File: src/rtl/mips_pkg.sv
// mips_pkg: FSM state, stage indices and stall patterns for the pipeline controller
package mips_pkg;
    typedef enum logic [1:0] {RUN, DIV, FLUSH} pipe_state_t;
    localparam int STG_PC    = 0;
    localparam int STG_IFID  = 1;
    localparam int STG_IDEX  = 2;
    localparam int STG_EXMEM = 3;
    localparam int STG_MEMWB = 4;
    localparam int STG_WB    = 5;
    localparam int NUM_STG   = STG_WB + 1;
    localparam int CNT_W     = 6;
    typedef logic [NUM_STG-1:0] stall_t;
    localparam stall_t STALL_NONE = '0;
    localparam stall_t STALL_ID   = stall_t'((1 << (STG_IDEX + 1)) - 1);
    localparam stall_t STALL_EX   = stall_t'((1 << (STG_EXMEM + 1)) - 1);
    localparam stall_t STALL_MEM  = stall_t'((1 << (STG_MEMWB + 1)) - 1);
endpackage

File: src/rtl/pipe_ctrl_if.sv
// pipe_ctrl_if: stall, flush and divide signals between the pipeline stages and pipe_ctrl
interface pipe_ctrl_if;
    import mips_pkg::*;
    logic        stallreq_id;
    logic        stallreq_ex;
    logic        stallreq_mem;
    logic        div_start;
    logic        excp_valid;
    logic [31:0] excp_vector;
    stall_t      stall;
    logic        flush;
    logic [31:0] new_pc;
    logic        div_busy;
    logic        div_done;
    logic        div_abort;
    modport master (
        output stallreq_id, stallreq_ex, stallreq_mem, div_start, excp_valid, excp_vector,
        input  stall, flush, new_pc, div_busy, div_done, div_abort
    );
    modport slave (
        input  stallreq_id, stallreq_ex, stallreq_mem, div_start, excp_valid, excp_vector,
        output stall, flush, new_pc, div_busy, div_done, div_abort
    );
endinterface

File: src/rtl/pipe_cnt.sv
// pipe_cnt: loadable down-counter that parks at zero, with zero flag
module pipe_cnt
    import mips_pkg::*;
(
    input  logic             clk,
    input  logic             rst,
    input  logic             load,
    input  logic [CNT_W-1:0] din,
    input  logic             en,
    output logic [CNT_W-1:0] cnt,
    output logic             zero
);
    assign zero = cnt == '0;
    // load wins over decrement; counting stops at zero instead of wrapping
    always_ff @(posedge clk)
        if (rst) cnt <= '0;
        else if (load) cnt <= din;
        else if (en && !zero) cnt <= cnt - CNT_W'(1);
endmodule

File: src/rtl/pipe_ctrl.sv
// pipe_ctrl: stall vector, divider occupancy and exception flush sequencing
module pipe_ctrl
    import mips_pkg::*;
#(
    parameter int DIV_CYCLES   = 32,
    parameter int FLUSH_CYCLES = 1
) (
    input  logic        clk,
    input  logic        rst_,
    pipe_ctrl_if.slave  bus
);
    pipe_state_t      state, state_nxt;
    logic [CNT_W-1:0] div_cnt, fl_cnt;
    logic             div_zero, fl_zero, go_div, go_flush, abort, ex_req;

    pipe_cnt u_div_cnt (
        .clk  (clk),
        .rst  (rst_),
        .load (go_div || abort),
        .din  (go_div ? CNT_W'(DIV_CYCLES - 2) : '0),
        .en   (state == DIV),
        .cnt  (div_cnt),
        .zero (div_zero)
    );

    pipe_cnt u_fl_cnt (
        .clk  (clk),
        .rst  (rst_),
        .load (go_flush),
        .din  (CNT_W'(FLUSH_CYCLES - 1)),
        .en   (state == FLUSH),
        .cnt  (fl_cnt),
        .zero (fl_zero)
    );

    assign bus.div_busy = state == DIV;

    // state register
    always_ff @(posedge clk)
        state <= rst_ ? RUN : state_nxt;

    // next state: exception beats divide start/completion; FLUSH ignores every request
    always_comb begin
        state_nxt = state;
        go_div    = 1'b0;
        go_flush  = 1'b0;
        abort     = 1'b0;
        case (state)
            RUN: begin
                go_flush  = bus.excp_valid;
                go_div    = !bus.excp_valid && bus.div_start && !bus.stallreq_mem;
                state_nxt = go_flush ? FLUSH : go_div ? DIV : RUN;
            end
            DIV: begin
                go_flush  = bus.excp_valid;
                abort     = bus.excp_valid && !div_zero;
                state_nxt = go_flush ? FLUSH : div_zero ? RUN : DIV;
            end
            default: state_nxt = fl_zero ? RUN : FLUSH;
        endcase
    end

    // stall vector: nested patterns, so the highest requester alone decides
    always_comb begin
        ex_req    = bus.stallreq_ex || (state == RUN && bus.div_start) || (state == DIV && !div_zero);
        bus.stall = (rst_ || state == FLUSH) ? STALL_NONE :
                    bus.stallreq_mem         ? STALL_MEM  :
                    ex_req                   ? STALL_EX   :
                    bus.stallreq_id          ? STALL_ID   : STALL_NONE;
    end

    // registered flush, redirect target and divide pulses
    always_ff @(posedge clk)
        if (rst_) begin
            bus.flush     <= 1'b0;
            bus.new_pc    <= '0;
            bus.div_done  <= 1'b0;
            bus.div_abort <= 1'b0;
        end else begin
            bus.flush     <= go_flush || (state == FLUSH && |fl_cnt);
            bus.new_pc    <= go_flush ? bus.excp_vector : bus.new_pc;
            bus.div_done  <= (go_div && DIV_CYCLES == 2) ||
                             (state == DIV && !bus.excp_valid && div_cnt == CNT_W'(1));
            bus.div_abort <= abort;
        end
endmodule

File: src/flat_wrapper.sv
// flat-port wrapper written by rule: the top's interface ports become plain ports
module pipe_ctrl_flat import mips_pkg::*;
#(
    parameter int DIV_CYCLES   = 32,
    parameter int FLUSH_CYCLES = 1
)
  (clk, rst_, bus_stallreq_id, bus_stallreq_ex, bus_stallreq_mem, bus_div_start, bus_excp_valid, bus_excp_vector, bus_stall, bus_flush, bus_new_pc, bus_div_busy, bus_div_done, bus_div_abort);
  pipe_ctrl_if bus_i ();
  input  logic clk;
  input  logic rst_;
  input wire logic [$bits(bus_i.stallreq_id)-1:0] bus_stallreq_id;
  input wire logic [$bits(bus_i.stallreq_ex)-1:0] bus_stallreq_ex;
  input wire logic [$bits(bus_i.stallreq_mem)-1:0] bus_stallreq_mem;
  input wire logic [$bits(bus_i.div_start)-1:0] bus_div_start;
  input wire logic [$bits(bus_i.excp_valid)-1:0] bus_excp_valid;
  input wire logic [$bits(bus_i.excp_vector)-1:0] bus_excp_vector;
  output wire logic [$bits(bus_i.stall)-1:0] bus_stall;
  output wire logic [$bits(bus_i.flush)-1:0] bus_flush;
  output wire logic [$bits(bus_i.new_pc)-1:0] bus_new_pc;
  output wire logic [$bits(bus_i.div_busy)-1:0] bus_div_busy;
  output wire logic [$bits(bus_i.div_done)-1:0] bus_div_done;
  output wire logic [$bits(bus_i.div_abort)-1:0] bus_div_abort;
  assign bus_i.stallreq_id = bus_stallreq_id;
  assign bus_i.stallreq_ex = bus_stallreq_ex;
  assign bus_i.stallreq_mem = bus_stallreq_mem;
  assign bus_i.div_start = bus_div_start;
  assign bus_i.excp_valid = bus_excp_valid;
  assign bus_i.excp_vector = bus_excp_vector;
  assign bus_stall = bus_i.stall;
  assign bus_flush = bus_i.flush;
  assign bus_new_pc = bus_i.new_pc;
  assign bus_div_busy = bus_i.div_busy;
  assign bus_div_done = bus_i.div_done;
  assign bus_div_abort = bus_i.div_abort;
  pipe_ctrl #(.DIV_CYCLES(DIV_CYCLES), .FLUSH_CYCLES(FLUSH_CYCLES)) u_core (.clk(clk), .rst_(rst_), .bus(bus_i));
endmodule
File: config.mk
export PLATFORM = sky130hd
export DESIGN_NAME = pipe_ctrl_flat
export DESIGN_NICKNAME = d
export VERILOG_FILES = /design/src/rtl/mips_pkg.sv /design/src/rtl/pipe_ctrl_if.sv /design/src/rtl/pipe_cnt.sv /design/src/rtl/pipe_ctrl.sv /design/src/flat_wrapper.sv
export SDC_FILE = /design/constraint.sdc
export NUM_CORES = 1
export LEC_CHECK = 0
export CAP_MARGIN = 30
export CORE_ASPECT_RATIO = 1.2
export CORE_MARGIN = 1.5
export CORE_UTILIZATION = 58
export CTS_BUF_LIST = sky130_fd_sc_hd__clkbuf_16
export CTS_CLUSTER_DIAMETER = 80
export CTS_CLUSTER_SIZE = 40
export DETAILED_ROUTE_END_ITERATION = 8
export DONT_BUFFER_PORTS = 1
export PLACE_DENSITY_LB_ADDON = 0.3
export SLEW_MARGIN = 20
export SYNTH_ARGS = -nofsm -noshare
export SYNTH_HDL_FRONTEND = slang
export SYNTH_HIERARCHICAL = 1
export SYNTH_SLANG_ARGS = --single-unit
File: constraint.sdc
create_clock -name clk -period 5.4 [get_ports clk]
set_clock_uncertainty 0.15 [all_clocks]
set_input_delay 1.35 -clock clk [delete_from_list [all_inputs] [get_ports clk]]
set_output_delay 1.35 -clock clk [all_outputs]
set_load 0.02 [all_outputs]
==> impl_metrics.py <==
metrics = {
    "power": {
        "seqPwrFrac_pct": 51.2,
        "power_density_mw_per_mm2": 363,
        "peakVddDrop_mv": 0.159,
        "p_switching_w": 0.000237,
        "intPower_w": 0.000606,
        "swShare_pct": 28.1,
        "finalPower_w": 0.000843,
        "clkPwrFrac_pct": 35.8,
        "power_leakage_nw": 0.858,
        "power_frac_comb_pct": 13.1,
    },
    "die": {
        "rows": 24,
        "initial_utilization_pct": 60.4,
        "die_x_um": 59.2,
        "core_area_sq_mm": 0.00363,
        "die_height_um": 70.4,
        "ios": 81,
        "die_area_sq_mm": 0.00417,
    },
    "timing": {
        "fmax_mhz": 265,
        "period_minus_slack_ns": 3.77,
        "rsz0062_at_grt": "no",
        "relSlewSlack_pct": 50.7,
        "setup_slack_ns": 1.63,
        "min_period_over_period_pct": 69.8,
        "hold_viol": 0,
        "worst_slew_pin_slew_ns": 0.739,
        "setup_tns_ns": 0,
        "finalSetupViolations": 0,
        "maxSlewViolCount": 0,
    },
    "synth": {
        "synthDominantCellAreaShare_pct": 44.7,
        "synthTopCellsByArea": "dfxtp_1 (45%), nand2_1 (11%), a21oi_1 (8.9%)",
        "syn_area_sq_mm": 0.00220,
        "yosys.cell_count.top_type": "nand2_1",
        "synthFlopType": "dfxtp_1",
        "synth_compound_area_share_pct": 17.0,
        "ys_seq_elements": 49,
        "synth_top_family_by_area": "simple AND/OR/NAND/NOR gates",
        "synth_xor_area_share_pct": 1.60,
        "netlist_top_cells_count": "nand2_1 (66), dfxtp_1 (49), a21oi_1 (39)",
        "synth_area_leader_cell": "dfxtp_1",
        "ys_seq_area_share_pct": 44.7,
        "synth-edff-count": 0,
        "syn_area_per_cell_sq_um": 8.45,
        "synth_warnings": 6,
        "syn_inst": 260,
        "synth.area.mux_share_pct": 0.912,
        "synth-async-reset-ratio_pct": 0,
        "synthAdderAreaFrac_pct": 2.28,
        "synthSimpleGateAreaFrac_pct": 25.9,
        "ys_types": 40,
    },
    "critical_path": {
        "crit_start": "bus_stallreq_mem",
        "worstSetupEndpointType": "primary output",
        "cp_top_family": "simple AND/OR/NAND/NOR gates",
        "crit_fanout": 5,
        "reg2regPathDepth": 10,
        "regToRegSetupSlack_ns": 3.04,
        "cpPeakStageDelay_ns": 0.49,
        "critPathBufInv": 0,
        "cp.arrival_ns": 2.27,
        "timing.rr.end": "u_core/u_div_cnt/cnt[1]",
        "startpoint_type": "input pin",
        "cp-endpoint": "bus_stall[2]",
        "cp_slowest_cell": "or4b_1",
        "critical_path_class": "in -> out",
        "r2r_start": "u_core/u_div_cnt/cnt[0]",
        "worstPathCellList": "or4b_1 > and3_1",
        "required_ns": 3.90,
        "cp_num_cells": 2,
    },
    "drt": {
        "antenna_left": 0,
        "drtPass1Iterations": 4,
        "drc": 0,
        "first_iter_violations": 120,
        "wire_per_inst_um": 13.5,
        "vias_per_cell": 5.56,
        "drt-total-wl_um": 4210,
        "num_vias": 1740,
    },
    "layout": {
        "area_growth_pct": 5.70,
        "drive_above_1_share_pct": 8.43,
        "antenna_cells_inserted": 0,
        "final_util_pct": 63.9,
        "fin_nets": 303,
    },
    "status": {
        "status": "finished clean",
    },
    "place": {
        "dp_hpwl_um": 2960,
        "io_buffers": 0,
        "place_ws_ns": 1.63,
        "gp_congestion": 0.825,
    },
    "clock_network": {
        "htreeDepth": 2,
        "cts-hold-fix-buffers": 0,
        "clockBufferDepth": 2,
        "cts_num_sinks": 49,
        "path_clk_slew_ns": 0.06,
        "cts_buffers": 5,
        "cts_setup_buffers": 0,
        "cts_resized": 0,
        "clock_latency_ns": 0.28,
        "cts_root_buf": "clkbuf_16",
        "tritoncts": "yes",
    },
    "min_path": {
        "min_path_type": "reg -> reg",
    },
    "global_route": {
        "grt_pass1_wl_um": 6790,
        "grt_use_total_pct": 21.1,
        "grt_overflow": 0,
        "grt_max_degree": 51,
        "grt_pass1_vias": 1628,
        "grt_antenna_before_repair": 0,
    },
    "run": {
        "drv_cap": 0,
    },
}
[worst min path at each step]
| stage | start | end | slack, ns | cells after the start |
|---|---|---|---|---|
| floorplan | u_core/u_fl_cnt/cnt[1] | u_core/u_fl_cnt/cnt[1] | 0.34 | 2 |
| global placement | u_core/u_fl_cnt/cnt[1] | u_core/u_fl_cnt/cnt[1] | 0.37 | 2 |
| detailed placement | u_core/u_div_cnt/cnt[1] | u_core/u_div_cnt/cnt[1] | 0.38 | 2 |
| CTS | u_core/u_div_cnt/cnt[1] | u_core/u_div_cnt/cnt[1] | 0.39 | 2 |
| global route | u_core/u_div_cnt/cnt[1] | u_core/u_div_cnt/cnt[1] | 0.42 | 2 |
| finish | u_core/u_div_cnt/cnt[1] | u_core/u_div_cnt/cnt[1] | 0.39 | 2 |
[logic make-up after synthesis]
kind of cell	count (synthesis)
xor+xnor	4
fa+ha+maj	4
mux	2
buf+inv	25
compound gates	60
simple gates	115
flops	49
other cells	1
[area by class of cell]
class | instances | area (sq um)
well taps | 52 | 65.1
inverters | 9 | 38.8
multi-input cells | 194 | 1080
repair buffers | 1 | 7.51
flip-flops and latches | 49 | 981
clock inverters | 3 | 21.3
fillers | 308 | 1310
clock buffers | 5 | 125
[power by group through the flow]
stage	Combinational (W)	Sequential [W]	Clock, W
after floorplan	0.000110	0.000433	0
after CTS	0.000111	0.000432	0.000309
after global routing	0.000126	0.000435	0.000322
final	0.000110	0.000431	0.000301
after global placement	0.000107	0.000439	0
after detailed placement	0.000110	0.000440	0
[sequential cells by signal, summed over array words and instances, names as in the netlist]
signal and flops:
u_core/bus.new_pc 32, u_core/u_div_cnt/cnt 6, u_core/u_fl_cnt/cnt 6, u_core/state 2
u_core/bus.div_abort 1, u_core/bus.div_done 1, u_core/bus.flush 1
[placed cells by master (no fill, tap or decap), types with 2 or more instances in the layout]
cell	n
nor4_1	3
nor3_1	10
mux2i_1	2
a211oi_2	2
dfxtp_1	49
inv_1	8
nor2_1	12
xnor2_1	4
or4b_4	4
nor4b_1	3
o2111ai_1	2
o21bai_1	2
nand2_1	66
a21oi_1	39
conb_1	9
and3_1	2
nand2b_1	4
inv_6	2
nor3_2	2
clkbuf_16	5
a211oi_1	6
a311oi_1	2
ha_1	4
o21ai_1	2
o21ai_2	2
[per-stage QoR]
| stage | area (sq um) | hold WS, ns | instances |
|---|---|---|---|
| 2_1_floorplan | 2230 | 0.343 | 268 |
| 3_3_place_gp | 2170 | 0.372 | 305 |
| 3_5_place_dp | 2170 | 0.379 | 305 |
| 4_1_cts | 2320 | 0.390 | 313 |
| 5_1_grt | 2320 | 0.416 | 313 |
| 6_report | 2320 | 0.390 | 313 |
[routing by layer]
| layer | routed length (um) | vias to the layer above | global-route usage, % |
|---|---|---|---|
| li1 | - | 880 | - |
| met1 | 1730 | 802 | 22.9 |
| met2 | 2130 | 52 | 37.5 |
| met3 | 294 | 6 | 5.93 |
| met4 | 59 | 0 | 7.83 |
| met5 | 0 | - | 0 |
Power figures use the tool's default switching activity.
